## src/rtl/axis_vga_out.sv

```systemverilog
// AXI4-Stream to VGA scan-out stage: programmable raster timing, stream lock on
// tuser, tlast placement checking, and black substitution on underflow.
module axis_vga_out #(
  parameter int H_VISIBLE  = 640,
  parameter int H_FRONT    = 16,
  parameter int H_SYNC     = 96,
  parameter int H_BACK     = 48,
  parameter int V_VISIBLE  = 480,
  parameter int V_FRONT    = 10,
  parameter int V_SYNC     = 2,
  parameter int V_BACK     = 33,
  parameter bit HSYNC_POL  = 1'b0,
  parameter bit VSYNC_POL  = 1'b0,
  parameter int COLOR_BITS = 1
) (
  input  logic                  clk,
  input  logic                  reset,
  input  logic [31:0]           s_axis_tdata,
  input  logic                  s_axis_tvalid,
  input  logic                  s_axis_tlast,
  input  logic                  s_axis_tuser,
  output logic                  s_axis_tready,
  input  logic                  err_clear,
  output logic                  hsync,
  output logic                  vsync,
  output logic                  de,
  output logic [COLOR_BITS-1:0] vga_r,
  output logic [COLOR_BITS-1:0] vga_g,
  output logic [COLOR_BITS-1:0] vga_b,
  output logic                  locked,
  output logic                  frame_start,
  output logic                  underflow_sticky,
  output logic                  sof_err_sticky,
  output logic                  eol_err_sticky,
  output logic [15:0]           underflow_count
);

  localparam int H_TOTAL  = H_VISIBLE + H_FRONT + H_SYNC + H_BACK;
  localparam int V_TOTAL  = V_VISIBLE + V_FRONT + V_SYNC + V_BACK;
  localparam int H_W      = $clog2(H_TOTAL);
  localparam int V_W      = $clog2(V_TOTAL);
  localparam int HS_START = H_VISIBLE + H_FRONT;
  localparam int HS_END   = HS_START + H_SYNC;
  localparam int VS_START = V_VISIBLE + V_FRONT;
  localparam int VS_END   = VS_START + V_SYNC;

  localparam logic [H_W-1:0] H_LAST = H_W'(H_TOTAL - 1);
  localparam logic [V_W-1:0] V_LAST = V_W'(V_TOTAL - 1);

  typedef enum logic {
    WAIT_SOF,
    RUN
  } state_t;

  state_t state, state_next;

  logic [H_W-1:0] h_cnt, h_eff, h_next;
  logic [V_W-1:0] v_cnt, v_eff, v_next;

  logic active, at_origin, accept;
  logic realign, pixel_out, underflow, sof_err, eol_err, eol_expected;
  logic hs_next, vs_next, de_next, fs_next;
  logic [COLOR_BITS-1:0] r_next, g_next, b_next;
  logic unused_tdata;

  assign active        = (int'(h_cnt) < H_VISIBLE) && (int'(v_cnt) < V_VISIBLE);
  assign at_origin     = (h_cnt == '0) && (v_cnt == '0);
  assign s_axis_tready = !reset && ((state == WAIT_SOF) || active);
  assign accept        = s_axis_tvalid && s_axis_tready;
  assign locked        = (state == RUN);
  assign unused_tdata  = &{1'b0, s_axis_tdata[31:24]};

  always_comb begin
    // NOTE: every signal driven here gets a default first, so no path can
    // leave one unassigned and infer a latch.
    state_next = state;
    realign    = 1'b0;
    pixel_out  = 1'b0;
    underflow  = 1'b0;
    sof_err    = 1'b0;

    case (state)
      WAIT_SOF: begin
        if (accept && s_axis_tuser) begin
          realign    = 1'b1;
          pixel_out  = 1'b1;
          state_next = RUN;
        end
      end
      RUN: begin
        if (active) begin
          if (!accept) begin
            underflow = 1'b1;
          end else begin
            pixel_out = 1'b1;
            if (s_axis_tuser && !at_origin) begin
              realign = 1'b1;
              sof_err = 1'b1;
            end else if (!s_axis_tuser && at_origin) begin
              sof_err    = 1'b1;
              state_next = WAIT_SOF;
            end
          end
        end
      end
    endcase

    // A start-of-frame beat redefines the current slot as raster (0,0).
    h_eff = realign ? '0 : h_cnt;
    v_eff = realign ? '0 : v_cnt;

    if (h_eff == H_LAST) begin
      h_next = '0;
      v_next = (v_eff == V_LAST) ? '0 : v_eff + V_W'(1);
    end else begin
      h_next = h_eff + H_W'(1);
      v_next = v_eff;
    end

    eol_expected = (int'(h_eff) == H_VISIBLE - 1);
    eol_err      = (state == RUN) && pixel_out && (s_axis_tlast != eol_expected);

    hs_next = (int'(h_eff) >= HS_START && int'(h_eff) < HS_END) ? HSYNC_POL : !HSYNC_POL;
    vs_next = (int'(v_eff) >= VS_START && int'(v_eff) < VS_END) ? VSYNC_POL : !VSYNC_POL;

    de_next = pixel_out || underflow;
    fs_next = de_next && (h_eff == '0) && (v_eff == '0);
    r_next  = pixel_out ? s_axis_tdata[23 -: COLOR_BITS] : '0;
    g_next  = pixel_out ? s_axis_tdata[15 -: COLOR_BITS] : '0;
    b_next  = pixel_out ? s_axis_tdata[7 -: COLOR_BITS]  : '0;
  end

  always_ff @(posedge clk) begin
    // NOTE: state registers use non-blocking assignments so every flop samples
    // the pre-edge values regardless of statement order.
    if (reset) begin
      state            <= WAIT_SOF;
      h_cnt            <= '0;
      v_cnt            <= '0;
      hsync            <= !HSYNC_POL;
      vsync            <= !VSYNC_POL;
      de               <= 1'b0;
      frame_start      <= 1'b0;
      vga_r            <= '0;
      vga_g            <= '0;
      vga_b            <= '0;
      underflow_sticky <= 1'b0;
      sof_err_sticky   <= 1'b0;
      eol_err_sticky   <= 1'b0;
      underflow_count  <= '0;
    end else begin
      state       <= state_next;
      h_cnt       <= h_next;
      v_cnt       <= v_next;
      hsync       <= hs_next;
      vsync       <= vs_next;
      de          <= de_next;
      frame_start <= fs_next;
      vga_r       <= r_next;
      vga_g       <= g_next;
      vga_b       <= b_next;

      // A set event in the same cycle as err_clear wins.
      underflow_sticky <= underflow || (underflow_sticky && !err_clear);
      sof_err_sticky   <= sof_err   || (sof_err_sticky   && !err_clear);
      eol_err_sticky   <= eol_err   || (eol_err_sticky   && !err_clear);

      if (err_clear) begin
        underflow_count <= {15'd0, underflow};
      end else if (underflow && (underflow_count != 16'hFFFF)) begin
        underflow_count <= underflow_count + 16'd1;
      end
    end
  end

endmodule
```

## config.mk

```make
export PLATFORM = sky130hd
export DESIGN_NAME = axis_vga_out
export DESIGN_NICKNAME = d
export VERILOG_FILES = /design/src/rtl/axis_vga_out.sv
export SDC_FILE = /design/constraint.sdc
export NUM_CORES = 1
export LEC_CHECK = 0
export ABC_AREA = 1
export CORE_UTILIZATION = 35
export CTS_CLUSTER_SIZE = 14
export DETAILED_ROUTE_END_ITERATION = 6
export MAX_ROUTING_LAYER = met4
export PLACE_DENSITY = 0.67
export RECOVER_POWER = 25
export SYNTH_ARGS = -nofsm -noshare
export SYNTH_HDL_FRONTEND = slang
export SYNTH_SLANG_ARGS = --single-unit
export TNS_END_PERCENT = 50
```

## constraint.sdc

```tcl
create_clock -name clk -period 6.34 [get_ports clk]
set_input_delay 1.585 -clock clk [delete_from_list [all_inputs] [get_ports clk]]
set_output_delay 1.585 -clock clk [all_outputs]
set_load 0.03 [all_outputs]
```

==> results.md, run 1 <==
Outcome:
- The flow ran to the end, and the final reports show no timing, DRC or antenna violations.

Timing:
- The final-report setup violation count is 0.
- The highest achievable clock rate is 198 MHz.
- The smallest clock period supported by the final layout is computed as 5.06 ns.
- Setup repair after global routing left no endpoint under its margin.
- The number of max-slew violations in the final report was 0.
- The clock skew after layout is 0.00790 ns.
- The worst max-slew margin expressed relative to the limit is 61.0%.
- At the pin with the least slew margin, the transition time is 0.584 ns.
- Hold is met by 0.461 ns.
- In the finished design, the share of the clock period the worst path needs comes to 79.8%.
- The final-report hold violation count was 0.
- Adding up every negative setup slack in the final design gives 0 ns.

Critical path:
- The reg-to-reg endpoint is v_cnt[2]$_SDFF_PP0_.
- The setup slack of the most critical reg-to-reg path is 2.76 ns.
- STA classifies the critical path startpoint as a primary input.
- The worst setup path is captured at an output pin.
- The endpoint arrival time on the critical path is 3.47 ns.
- In this run the worst path has a maximum fanout of 7.
- The required time of the worst setup path is 4.76 ns.
- The logic depth of the worst register-to-register path is 20.
- The path type of the worst setup path is primary input to output pin.
- The launch instance of the worst register-to-register path is v_cnt[5]$_SDFF_PP0_.

Cells and area:
- Fill cells in the final layout number 739.
- The multi-input combinational cells in the finished layout cover a total of 0.00147 mm^2.
- The share of final-layout standard cells stronger than drive strength 1 is 7.53%.
- The total inserted antenna cells is 0.
- The area used by sequential logic in the layout is 941 um^2.
- The area added between synthesis and finish is 19.8%.
- The final net count is 483.

Detailed routing:
- The final layout contains routed wiring with a total length of 6.40 mm.
- The number of vias in the routed layout is 2635.
- For this run, design rule violations remaining after detail routing come to 0.
- After detailed routing, the average wire length per cell comes to 11.9 um.
- The pre-antenna-repair detailed-routing pass consisted of 5 iterations.
- The violation count after the first detailed-routing iteration is 100.
- The remaining antenna violation count after routing is 0.
- Dividing the detail-routed via count by the number of cells gives 4.91.

Die:
- The starting utilization of the core area is 36.6%.
- The chip height is 89.5 um.
- The die is 89.5 um wide.
- The floorplan step defined a die boundary enclosing 0.00802 mm^2.
- Row generation in the floorplan step produced 31 rows.
- The number of I/O pins is 66.
- The region available for standard cell placement spans 0.00733 mm^2.

Global route:
- The initial antenna violation count is 0.
- After global routing the overflow that remains totals 0.
- The first global-routing pass estimated 10.7 mm of wire.
- The number of global-route vias before repair is 2393.
- Global routing used 17.8% of the available tracks.
- Entering global routing, the biggest net connects 21 pins.

Yosys:
- For this run, the number of Yosys warnings is 0.
- By area the synthesized netlist is led by sky130_fd_sc_hd__dfxtp_1 35%, sky130_fd_sc_hd__nand2_1 13%, sky130_fd_sc_hd__inv_1 7.3%, sky130_fd_sc_hd__nor2_1 6.9%, sky130_fd_sc_hd__a21oi_1 4.9%.
- Sorting the synthesized cells by how often they occur yields 96 x sky130_fd_sc_hd__nand2_1, 52 x sky130_fd_sc_hd__inv_1, 49 x sky130_fd_sc_hd__nor2_1, 47 x sky130_fd_sc_hd__dfxtp_1, 26 x sky130_fd_sc_hd__a21oi_1.
- The async set-or-reset flop fraction in the synthesized netlist is 0%.
- In this run the cell area of the synthesized design comes to 0.00268 mm^2.
- Yosys mapped a number of flops with a built-in enable equal to 0.
- The number of nets in the synthesized netlist is 445.
- The most used flip-flop cell after synthesis is sky130_fd_sc_hd__dfxtp_1.
- Summed over all instances, the cell type with the most area after synthesis is sky130_fd_sc_hd__dfxtp_1.
- The share of the Yosys chip area taken by registers is 35.1%.
- Of the post-synthesis cell area, the dominant cell type holds 35.1%.
- The mean cell area of the mapped netlist is 6.72 um^2.
- After synthesis the netlist holds a flip-flop and latch count of 47.
- Among all cell types in the netlist, the one instantiated most often is sky130_fd_sc_hd__nand2_1.
- The number of instances in the synthesized netlist is 399.
- The post-synthesis cell type count is 35.

Worst hold path:
- The number of stages on the worst hold path is 2.
- For hold timing, the worst endpoint is eol_err_sticky$_SDFF_PP0_.
- The startpoint identified for the worst hold timing path is eol_err_sticky$_SDFF_PP0_.
- The type of the tightest min-delay check is flop to flop.

Clocking:
- The number of gates resized after cts is 0.
- The clock-pin slew of the registers on the worst-case setup and hold paths is 0.09 ns.
- The number of buffers between clock root and the deepest sink is 2.
- The number of clock buffers added by TritonCTS is 5.
- The H-tree generated during clock tree synthesis spans 2 levels.
- Post-CTS timing repair inserted 0 buffers for setup.
- Clock latency on the worst-skew pair, taken at its later pin, is 0.30 ns.
- After clock tree synthesis, the flow added hold-fix buffers numbering 0.
- The clock root buffer master is sky130_fd_sc_hd__clkbuf_8.
- The sink count of the clock tree is 47.
- TritonCTS built the clock tree.

Power:
- Power spread over the standard cell area amounts to 167 mW/mm^2.
- Across the VDD grid, the largest voltage drop is 0.0000803 V.
- For this design the static power due to leakage is 0.00125 uW.

Job:
- The max-capacitance violation count is 0.

Placement:
- Buffers placed on the I/O ports in this run total 36.
- Routability-driven placement finished with a final weighted congestion of 0.958.
- The sum of net half-perimeters after detailed placement is 4.92 mm.
==> final cells by class <==
class                      instances  share of cell area [%]
multi-input combinational        286                    45.8
sequential                        47                    29.3
timing repair buffer              36                    11.2
inverter                          61                    7.13
tap                               99                    3.86
clock buffer                       5                    2.14
clock inverter                     3                   0.623
==> critical path, stage by stage <==
cell and delay (ns):
sky130_fd_sc_hd__dlygate4sd3_1 0.65, sky130_fd_sc_hd__inv_1 0.30, sky130_fd_sc_hd__o21a_1 0.25, sky130_fd_sc_hd__clkdlybuf4s50_1 0.69
==> registers in the layout, summed over array words and instances, names as in the netlist <==
name	count
vga_r	1
vga_g	1
vsync	1
de	1
underflow_sticky	1
v_cnt	10
eol_err_sticky	1
vga_b	1
underflow_count	16
hsync	1
sof_err_sticky	1
frame_start	1
h_cnt	10
locked	1
==> metal layers <==
layer / routed length, um / share of wire [%] / global-route usage [%]
met5: 0 / 0 / -
met4: 56 / 0.88 / 6.20
met3: 293 / 4.6 / 3.05
met2: 3130 / 49 / 29.7
met1: 2920 / 46 / 21.7
==> where the power goes <==
group	total (uW)	internal, uW	leakage, uW	switching (uW)
logic	49.1	18.1	0.000831	31.1
clock network	184	76.9	0.0000402	107
registers	303	299	0.000380	3.83
==> metrics by stage <==
| stage | worst slack (ns) | power, uW | area (um^2) | util [%] | instances |
|---|---|---|---|---|---|
| final | 1.28 | 536 | 3210 | 43.8 | 537 |
| after global routing | 1.21 | 565 | 3210 | 43.8 | 537 |
| after floorplan | 2.73 | 342 | 2680 | - | 399 |
| after detailed placement | 1.45 | 361 | 3130 | 42.7 | 529 |
| after global placement | 1.47 | 361 | 3130 | 42.7 | 529 |
| after CTS | 1.45 | 547 | 3220 | 43.9 | 537 |
==> kinds of logic after synthesis <==
logic type               synth area share [%]
AO/OA/AOI/OAI                            9.70
adder cells (fa/ha/maj)                  3.73
buffers and inverters                    9.89
AND/OR/NAND/NOR                          39.3
XOR/XNOR                                 2.29
flip-flops                               35.1
==> worst max path at each step <==
stage	startpoint	end	depth (start not counted)
floorplan	reset	s_axis_tready	2
global placement	reset	s_axis_tready	4
detailed placement	reset	s_axis_tready	4
CTS	reset	s_axis_tready	4
global route	reset	s_axis_tready	4
finish	reset	s_axis_tready	4
==> cell usage in the layout (no fill, tap or decap) <==
master	n
sky130_fd_sc_hd__clkinv_1	1
sky130_fd_sc_hd__and3_1	1
sky130_fd_sc_hd__dfxtp_1	47
sky130_fd_sc_hd__o21ai_1	2
sky130_fd_sc_hd__nor2_4	1
sky130_fd_sc_hd__or2_2	1
sky130_fd_sc_hd__nand4_4	2
sky130_fd_sc_hd__clkdlybuf4s50_1	23
sky130_fd_sc_hd__xnor2_1	4
sky130_fd_sc_hd__nand2_1	96
sky130_fd_sc_hd__nand3b_1	4
sky130_fd_sc_hd__nand3_1	20
sky130_fd_sc_hd__clkbuf_8	5
sky130_fd_sc_hd__nor3_4	1
sky130_fd_sc_hd__inv_1	53
sky130_fd_sc_hd__o21a_1	3
sky130_fd_sc_hd__nor3_1	14
sky130_fd_sc_hd__o21ai_0	12
sky130_fd_sc_hd__nor3b_1	1
sky130_fd_sc_hd__inv_2	7
sky130_fd_sc_hd__clkinv_2	1
sky130_fd_sc_hd__dlygate4sd3_1	13
sky130_fd_sc_hd__ha_1	8
sky130_fd_sc_hd__nor2_2	4
sky130_fd_sc_hd__o22ai_1	1
sky130_fd_sc_hd__a21oi_1	26
sky130_fd_sc_hd__nand4_1	18
sky130_fd_sc_hd__nor3_2	2
sky130_fd_sc_hd__xor2_1	3
sky130_fd_sc_hd__a31oi_1	1
sky130_fd_sc_hd__a22oi_1	1
sky130_fd_sc_hd__o21ai_2	2
sky130_fd_sc_hd__nand2_2	5
sky130_fd_sc_hd__nor2_1	49
sky130_fd_sc_hd__nor4_1	4
sky130_fd_sc_hd__clkinvlp_4	2
Note: power is estimated with default switching activity, not from simulation.
==> run 2, diff against run 1 <==
PLACE_DENSITY = 0.69   (was 0.67)
clock period = 4.3 ns   (was 6.34 ns; I/O delays follow)
==> results.md, run 2 (same netlist as run 1, synthesis figures left out) <==
Detailed routing:
- The detail route stage leaves a number of antenna-violating nets equal to 0.
- After detailed routing, the number of vias per cell comes to 4.99.
- The routed length per instance is 12.1 um.
- Wires add up to 6.54 mm.
- The pre-antenna-repair detailed-routing pass consisted of 4 iterations.
- The number of vias in the routed layout is 2698.
- The residual DRC count is 0.
- The violation count after the first detailed-routing iteration is 131.

Cells and area:
- The top cell types in the final layout, fill and taps aside, are 96 x sky130_fd_sc_hd__nand2_1, 52 x sky130_fd_sc_hd__inv_1, 49 x sky130_fd_sc_hd__nor2_1.
- The area added between synthesis and finish is 20.9%.
- The net count of the finished layout is 487.
- The number of flip-flops in the largest register is 16.
- The largest registers in the layout are underflow_count (16), h_cnt (10), v_cnt (10).
- Summing all multi-input logic gate instances after layout gives 0.00147 mm^2.
- underflow_count holds more flip-flops than any other register.
- The post-layout instance area is 0.00324 mm^2.
- The number of antenna diodes in the final layout is 0.
- The area used by sequential logic in the layout is 941 um^2.
- The library cell used most frequently in the layout, excluding fill and tap cells, is sky130_fd_sc_hd__nand2_1.
- The number of fillers in the final layout is 759.
- The share of final-layout standard cells stronger than drive strength 1 is 8.60%.
- The core utilization of the finished layout is 44.2%.

Clocking:
- The number of buffers between clock root and the deepest sink is 2.
- The clock tree synthesis step divided the H-tree into 2 levels.
- The TritonCTS clock tree is yes.
- The number of setup buffers added after CTS is 0.
- The quantity of hold-fixing buffers added after cts is 0.
- The later pin in the worst-skew pair is clocked with a latency of 0.31 ns.
- The total CTS buffers is 5.
- Counting every sink on the clock net gives 47.
- The clock root buffer master is sky130_fd_sc_hd__clkbuf_8.
- The number of gates resized after cts is 0.
- The clock-pin slew of the registers on the worst-case setup and hold paths is 0.09 ns.

Die:
- The initial utilization of the core area, before any placement, comes to 36.6%.
- The total number of placement rows is 31.
- The die footprint is 0.00802 mm^2.
- In this run the horizontal extent of the chip is 89.5 um.
- The die is 89.5 um tall.
- For this design the top-level I/O count stands at 66.
- The total area inside the core boundary comes to 0.00733 mm^2.

Placement:
- The count of buffers added on input and output ports is 36.
- Before CTS, the worst setup slack after placement is 0.615 ns.
- Routability-driven placement finished with a final weighted congestion of 0.973.
- Detailed placement ended at an HPWL of 5.15 mm.
- Summing all placed instances gives a cell area of 0.00316 mm^2.

Power:
- The leakage dissipation is 0.00127 uW.
- Per report_power, the clock group accounts for 34.1% of the total.
- The share of total power in sequential cells is 56.3%.
- The cell internal power dissipation is 584 uW.
- The power density relative to cell area is 245 mW/mm^2.
- The combinational power share is 9.6%.
- The maximum ir drop on the vdd rail is 0.0000995 V.
- In this run switching power makes up 26.5% of total power.
- The analysis attributes to net switching a power of 211 uW.
- The power consumption is 795 uW.

Critical path:
- The largest incremental delay on the critical path is 0.73 ns.
- The reg-to-reg endpoint is v_cnt[9]$_SDFF_PP0_.
- The logic depth of the worst register-to-register path is 21.
- The worst setup path is launched from a primary input.
- The launch point of the worst path is reset.
- The launch instance of the worst register-to-register path is v_cnt[5]$_SDFF_PP0_.
- The setup slack of the most critical reg-to-reg path is 1.11 ns.
- The slowest stage of the critical path is the sky130_fd_sc_hd__clkdlybuf4s50_1 cell.
- Data on the critical path is required at its endpoint by 3.22 ns.
- The number of buffer and inverter stages on the critical path is 3.
- The kind of cell with the highest combined delay along the critical path is buffers and inverters.
- Of all nets on the critical path, the largest fanout is 7.
- STA classifies the critical path endpoint as an output pin.
- The path type of the worst setup path is primary input to output pin.
- Data arrives at the worst endpoint at 2.74 ns.
- The critical path goes through dlygate4sd3_1 -> inv_2 -> o21a_1 -> clkdlybuf4s50_1.

Global route:
- The first-pass GRT wire length is 11.0 mm.
- Entering global routing, the biggest net connects 16 pins.
- The initial antenna violation count is 0.
- The number of global-route vias before repair is 2489.
- The overall routing resource usage is 18.3%.
- The total overflow reported by the global router is 0.

Timing:
- For the final database, setup skew stands at 0.00724 ns.
- The worst pin sits at a relative slew slack of 61.9%.
- After layout, the minimum clock period comes to 3.81 ns.
- The highest achievable clock rate is 262 MHz.
- The final-report hold violation count came to 0.
- Setup repair after global routing left no endpoint under its margin.
- The actual slew at the worst max-slew pin is 0.569 ns.
- The setup TNS is 0 ns.
- The final critical path takes up 88.7% of the cycle.
- The number of max-slew violations in the final report is 0.
- The final setup slack of the worst path is 0.488 ns.
- Setup violations remaining at the end of the flow were counted as 0.

Worst hold path:
- The launch instance of the worst min-delay path is eol_err_sticky$_SDFF_PP0_.
- The worst hold path terminates at eol_err_sticky$_SDFF_PP0_.
- Along the worst hold path, the cell count comes to 2.
- In this run the worst hold path is classified as flop to flop.

Outcome:
- The flow ran to the end, and the final reports show no timing, DRC or antenna violations.

Job:
- The max-capacitance violation count is 0.
run 2: cell count changes in the layout (fill, tap and decap cells not counted), sizes merged:
| cell | previous run | this run |
|---|---|---|
| buf | 0 | 4 |
| dlygate4sd3 | 13 | 14 |
| clkdlybuf4s50 | 23 | 22 |
run 2: per-layer routing:
| layer | GRT usage, % | vias up | share of wire, % |
|---|---|---|---|
| met3 | 2.77 | 15 | 4.5 |
| met4 | 7.07 | 0 | 2.0 |
| met1 | 21.1 | 1228 | 43 |
| li1 | - | 1377 | - |
| met2 | 31.7 | 78 | 50 |
| met5 | - | - | 0 |
run 2: tightest hold or removal path: stages, from the launching register on:
cell and delay [ns]:
sky130_fd_sc_hd__dfxtp_1 0.32, sky130_fd_sc_hd__nand2_1 0.06, sky130_fd_sc_hd__nand2_1 0.04
run 2: worst max path at each step:
stage                                to  slack (ns)  cells past startpoint
detailed placement        s_axis_tready        0.61                      4
finish                    s_axis_tready        0.49                      4
global route              s_axis_tready        0.43                      4
CTS                       s_axis_tready        0.61                      4
floorplan           h_cnt[6]$_SDFF_PP0_        1.34                     17
global placement          s_axis_tready        0.63                      4
run 2: area by class of cell:
cell class	count	area share (%)
clock buffer	5	2.12
clock inverter	3	0.617
inverter	61	7.06
multi-input combinational	286	45.3
sequential	47	29.0
tap	99	3.82
timing repair buffer	40	12.0
run 2: power groups by stage:
stage | Combinational [uW] | Clock (uW) | Sequential [uW]
after global routing | 85.9 | 298 | 449
after detailed placement | 78.6 | 0 | 458
after global placement | 76.4 | 0 | 457
after floorplan | 40.6 | 0 | 464
after CTS | 78.9 | 283 | 448
final | 76.4 | 271 | 448
run 2: per-stage QoR:
stage | hold slack [ns] | instances
after CTS | 0.462 | 541
final | 0.453 | 541
after detailed placement | 0.446 | 533
after floorplan | 0.489 | 399
after global placement | 0.443 | 533
after global routing | 0.497 | 541
